File: config.mk
export PLATFORM = sky130hd
export DESIGN_NAME = serial_subtractor
export DESIGN_NICKNAME = d
export VERILOG_FILES = /design/src/rtl/serial_subtractor.sv
export SDC_FILE = /design/constraint.sdc
export NUM_CORES = 1
export LEC_CHECK = 0
export ABC_AREA = 0
export CORE_UTILIZATION = 61
export DETAILED_ROUTE_END_ITERATION = 10
export DONT_BUFFER_PORTS = 1
export MAX_ROUTING_LAYER = met4
export PLACE_DENSITY = 0.77
export SLEW_MARGIN = 20
export SYNTH_ARGS = -nofsm -noshare
export SYNTH_HDL_FRONTEND = slang
export SYNTH_SLANG_ARGS = --single-unit
File: constraint.sdc
create_clock -name CLK -period 1.9 [get_ports CLK]
set_input_delay 0.38 -clock CLK [delete_from_list [all_inputs] [get_ports CLK]]
set_output_delay 0.38 -clock CLK [all_outputs]
set_load 0.02 [all_outputs]
File: src/rtl/serial_subtractor.sv
// Multi-cycle subtractor: DIFF = A - B - BORROW_IN over WIDTH bits, DIGIT bits per clock.
// START/DONE handshake; results and flags are registered and held until the next completion.
module serial_subtractor #(
  parameter int WIDTH = 8,
  parameter int DIGIT = 1
) (
  input  logic             CLK,
  input  logic             RST,
  input  logic             START,
  input  logic [WIDTH-1:0] A,
  input  logic [WIDTH-1:0] B,
  input  logic             BORROW_IN,
  output logic             BUSY,
  output logic             DONE,
  output logic [WIDTH-1:0] DIFF,
  output logic             BORROW_OUT,
  output logic             OVERFLOW,
  output logic             ZERO
);

  localparam int N  = WIDTH / DIGIT;
  localparam int CW = (N > 1) ? $clog2(N) : 1;

  typedef enum logic {
    IDLE = 1'b0,
    RUN  = 1'b1
  } state_t;

  state_t           state, state_next;
  logic [WIDTH-1:0] a_sr, b_sr, res_sr, res_next;
  logic             borrow, borrow_next;
  logic             a_msb, b_msb;
  logic [CW-1:0]    cnt;
  logic [DIGIT-1:0] dig;
  logic             last;

  // NOTE: every signal driven here gets a default first so no path leaves it unassigned (no latch).
  always_comb begin
    state_next = state;
    {borrow_next, dig} = {1'b0, a_sr[DIGIT-1:0]} - {1'b0, b_sr[DIGIT-1:0]}
                         - (DIGIT+1)'(borrow);
    // Result digits enter from the MSB side so the final digit lands on top.
    res_next = (res_sr >> DIGIT) | (WIDTH'(dig) << (WIDTH - DIGIT));
    last     = (cnt == CW'(N - 1));
    case (state)
      IDLE:    if (START) state_next = RUN;
      RUN:     if (last)  state_next = IDLE;
      default: state_next = IDLE;
    endcase
  end

  // NOTE: sequential state uses non-blocking assignments so all flops update from pre-edge values.
  always_ff @(posedge CLK) begin
    if (RST) state <= IDLE;
    else     state <= state_next;
  end

  assign BUSY = (state == RUN);

  always_ff @(posedge CLK) begin
    if (RST) begin
      a_sr       <= '0;
      b_sr       <= '0;
      res_sr     <= '0;
      borrow     <= 1'b0;
      a_msb      <= 1'b0;
      b_msb      <= 1'b0;
      cnt        <= '0;
      DONE       <= 1'b0;
      DIFF       <= '0;
      BORROW_OUT <= 1'b0;
      OVERFLOW   <= 1'b0;
      ZERO       <= 1'b1;
    end else begin
      DONE <= 1'b0;
      case (state)
        IDLE: begin
          if (START) begin
            a_sr   <= A;
            b_sr   <= B;
            borrow <= BORROW_IN;
            a_msb  <= A[WIDTH-1];
            b_msb  <= B[WIDTH-1];
            res_sr <= '0;
            cnt    <= '0;
          end
        end
        RUN: begin
          a_sr   <= a_sr >> DIGIT;
          b_sr   <= b_sr >> DIGIT;
          res_sr <= res_next;
          borrow <= borrow_next;
          cnt    <= cnt + CW'(1);
          if (last) begin
            DONE       <= 1'b1;
            DIFF       <= res_next;
            BORROW_OUT <= borrow_next;
            OVERFLOW   <= (a_msb != b_msb) && (res_next[WIDTH-1] != a_msb);
            ZERO       <= (res_next == '0);
          end
        end
        default: ;
      endcase
    end
  end

endmodule

After elaboration in Yosys (flattened, before gate mapping)
Cells that the tools add are included.

Flip-flop bits (word level): 43. Input bits: 20. Output and inout bits: 13. Logic and storage cells: 41.

Add/subtract/negate cells: 3. Equal/unequal tests: 4. Muxes and demuxes: 14. Bitwise gates (word level): 2. Reduce and logical (&&, ||, !) cells: 5.

Operators with widths (number): 8-bit one-hot mux with 2 select lines (3); 8-bit 2-to-1 mux (3); 8-bit logical NOT (1); 7-bit by 8-bit OR with 8-bit output (1); 3-bit one-hot mux with 2 select lines (1); 1-bit 2-to-1 mux (4); 1-bit one-hot mux with 2 select lines (2); 2-bit AND reduction (2); 3-bit by 1-bit adder with 3-bit output (second input constant) (1); 3-bit equality test (second input constant) (1); 3-bit 2-to-1 mux (1); 1-bit != test (2); 2-bit != test (second input constant) (1); 2-bit OR reduction (1); 1-bit by 1-bit subtractor with 2-bit output (1); 2-bit by 1-bit subtractor with 2-bit output (1); 1-bit logical AND (1); 1-bit NOT (1).

Longest topological paths before layout
Word-level depth: 5. Depth in mapped cells: 6. Depth with buffers taken out: 5.

Worst setup path before layout
No wires, ideal clock.

Kind: reg-to-reg. Start: register a_sr[0]. End: register OVERFLOW. Setup time: 0.125 ns. Arrival time: 1.325 ns. Data required time: 1.775 ns. Path slack: 0.451 ns. Cell stages (with the launch flop): 6. Path buffers: 0. Clock period less this slack: 1.449 ns. Cell sequence: dfxtp_1 inv_1 fa_1 nor2_1 a221oi_1 nor3_1.

Longest elaborated chain between the ends: 5.

Ends and longest elaborated chain: start: declaration (RTL line 30) `logic [WIDTH-1:0] a_sr, b_sr, res_sr, res_next;`; start signal: assignment (RTL line 89) `a_sr <= a_sr >> DIGIT;`; 1-bit by 1-bit subtractor with 2-bit output (RTL line 40) `{borrow_next, dig} = {1'b0, a_sr[DIGIT-1:0]} - {1'b0, b_sr[DIGIT-1:0]}`; 2-bit by 1-bit subtractor with 2-bit output (RTL line 41) `- (DIGIT+1)'(borrow);`; 7-bit by 8-bit OR with 8-bit output (RTL line 43) `res_next = (res_sr >> DIGIT) | (WIDTH'(dig) << (WIDTH - DIGIT));`; 1-bit != test (RTL line 98) `OVERFLOW <= (a_msb != b_msb) && (res_next[WIDTH-1] != a_msb);`; 1-bit logical AND (RTL line 98); end signal: assignment (RTL line 98); end: declaration (RTL line 17) `output logic OVERFLOW,`.

No other way between the ends. A chain may end at the register's enable or synchronous reset.

Worst setup path in the final report
Ends and elaborated chain as after synthesis.

==> results by group <==
Drt
  – Number of antenna-violating nets in the routed design: 0
  – DRT Pass-1 Iters: 7
  – Initial drt markers: 33
  – DRT Wirelength: just over 3 mm
  – Drt drc: 6
  – DR vias: between 1000 and 1500
  – Vias per inst: 5.70
  – Wire per inst: 14.4 um

Critical path
  – Crit end category: flop
  – Crit start category: flop
  – WP data required: roughly 2100 ps
  – Kind of critical path: flop to flop
  – Crit path DAT: around 1800 ps
  – Max FO, Critical Path: 5
  – R2R setup slack: around 330 ps

Final layout
  – Synthesis-to-finish area growth: 0.542%
  – FILL cells: between 200 and 250
  – Final net count: between 200 and 250
  – Post-layout instance area: 1860 sq um
  – Antenna diode count: 0
  – Share of cells above drive strength 1: approximately 18%
  – Footprint of the multi-input gates: 895 sq um
  – Register area: ~840 sq um
  – Post-Layout Cell Count: 212

Global routing
  – Grt ovf: 0
  – Via count of the first global-routing pass: around 1200
  – Initial antenna violation count: 0
  – GR Util All Layers: between 20% and 30%
  – Met1 Use GR: between 20% and 30%
  – Met3 usage: around 7.7%
  – First-pass GRT wire length: roughly 5.3 mm
  – Met2 usage: between 30% and 40%
  – Largest net degree at the start of global routing: 43
  – GR peak layer: met2

Yosys
  – Yosys top cell by area: dfxtp_1
  – Yosys top cell area share: between 40% and 50%
  – Yosys warns: 0
  – Cell variety after synth: 26
  – Asr flop ratio synth: 0%
  – Post-synthesis cell count: about 190
  – Seq cells post-synth: 42
  – Area of the mapped netlist: roughly 1800 sq um
  – Count leader, synth: dfxtp_1
  – Top cells by area, synth: dfxtp_1 (45%), mux2i_1 (11%), nor2_1 (6.5%)
  – Main flop type after synthesis: dfxtp_1
  – Synth Net Count: approximately 210
  – Post-synth top cells: dfxtp_1 (42), nor2_1 (32), mux2i_1 (20)
  – Register area share after synthesis: a little under half
  – Syn Area/Cell: 9.99 sq um
  – Number of synthesized flops with an enable pin: 0

Place
  – Placed cell count: between 200 and 250
  – Port-buffer cells: 0
  – Placer congestion estimate: ~0.72
  – DP Area: about 1800 sq um
  – DPL Wire Length: 2.10 mm

Worst hold path
  – Worst hold path class: input pin to flop

Clocking
  – Max clock buf depth: 2
  – Clock transition at path regs: 120 ps
  – Clock tree from TritonCTS: yes
  – Worst skew pair latency: about 350 ps
  – Clk sinks: 42
  – H-tree depth: 2
  – Postcts setup bufs: 0
  – Hold_buf cts: 0
  – # resized after CTS: 0
  – Cts bufs inserted: 5
  – Root Buffer: clkbuf_4

Timing
  – Crit share post-route: 82.7%
  – Worst-margin pin slew: 419 ps
  – Fin crit period: approximately 1600 ps
  – Highest clock rate: ~640 MHz
  – Final Slew Violations: 0
  – RSZ-0062 raised after global routing: false
  – Layout Skew: 10.8 ps
  – Setup violations, final: 0
  – Hold Fails Final Rpt: 0
  – Max-slew headroom: between 70% and 80%
  – Total negative slack: 0 ps

Power and ir drop
  – Sw frac: 23.7%
  – Combinational power share: 9.4%
  – Sw Pwr: 0.365 mW
  – Peak supply drop: 0.495 mV
  – Seq pwr share: 60.5%
  – Internal power: ~1.2 mW
  – Leakage power: around 0.73 nW
  – Clk pwr share: a little under a third
  – PwrDens: between 800 and 900 nW/um^2

Floorplan
  – # IOs: 33
  – Die W: 57.0 um
  – Rows: 19
  – Die H: approximately 57 um
  – Starting Density: about 66%
  – Die Area: ~3300 sq um
  – Core area: approximately 2800 sq um

Outcome
  – Failing checks: design-rule violations
  – Status: finished, violations left

Run
  – Max_cap viols: 0
## per-layer routing
layer / wire (um) / vias up
li1: - / 612
met1: 1320 / 566
met2: 1520 / 25
met3: 172 / 6
met4: 51 / 0
met5: 0 / -
## final cells by class
cell class                 instances  area share [%]
inverter                           2           0.404
timing repair buffer               2           0.808
clock buffer                       7            2.96
sequential                        42            45.3
multi-input combinational        127            48.1
tap                               31            2.09
clock inverter                     1           0.269
## placed cells by master (no fill, tap or decap), drive strengths merged
| cell type | n |
|---|---|
| clkinv | 1 |
| mux2 | 15 |
| nand2 | 18 |
| a211oi | 1 |
| nor4b | 1 |
| fa | 1 |
| nor3b | 9 |
| ha | 2 |
| nor3 | 4 |
| nand3 | 1 |
| inv | 2 |
| clkbuf | 7 |
| and2b | 1 |
| nor4 | 1 |
| a221oi | 1 |
| buf | 2 |
| nor2b | 1 |
| and2 | 1 |
| a21oi | 18 |
| mux2i | 20 |
| nor2 | 32 |
| dfxtp | 42 |
## sequential cells by signal, indices dropped and copies added (netlist names), 3 cells and up
name,flops
cnt,3
DIFF,8
a_sr,8
b_sr,8
res_sr,7
## worst max-delay path, stage by stage (launching register included)
cell and delay, ps:
dfxtp_1 340, inv_1 50, fa_1 640, nor2_1 60, a221oi_1 290, nor3_1 80
## metrics by stage
stage / utilization (%) / setup slack (ps) / power, mW / hold slack (ps)
after floorplan: - / 451 / 1.11 / 440
after global placement: 64.1 / 400 / 1.09 / 454
after detailed placement: 64.1 / 343 / 1.10 / 456
after CTS: 66.2 / 325 / 1.54 / 71.7
after global routing: 66.2 / 157 / 1.59 / 58.2
final: 66.2 / 329 / 1.54 / 87.0
## kinds of logic after synthesis
group                    share of synthesized area, %
flip-flops                                       45.5
AND/OR/NAND/NOR                                  19.0
multiplexers                                     21.2
adder cells (fa/ha/maj)                          2.44
AO/OA/AOI/OAI                                    5.76
buffers and inverters                            6.09
## path summary, 6_finish.rpt
check,endpoint,startpoint,depth (start not counted)
worst max-delay path,OVERFLOW,a_sr[0],5
worst min-delay path,cnt[2],RST,1
worst max register to register,OVERFLOW,a_sr[0],5
worst min register to register,DIFF[0],res_sr[1],2
## power by group through the flow
stage / clock network, mW / registers [mW] / logic (mW)
after global placement: 0 / 0.948 / 0.139
final: 0.463 / 0.931 / 0.145
after floorplan: 0 / 0.947 / 0.160
after detailed placement: 0 / 0.951 / 0.145
after global routing: 0.496 / 0.936 / 0.161
after CTS: 0.466 / 0.931 / 0.145
Power figures use the tool's default switching activity.
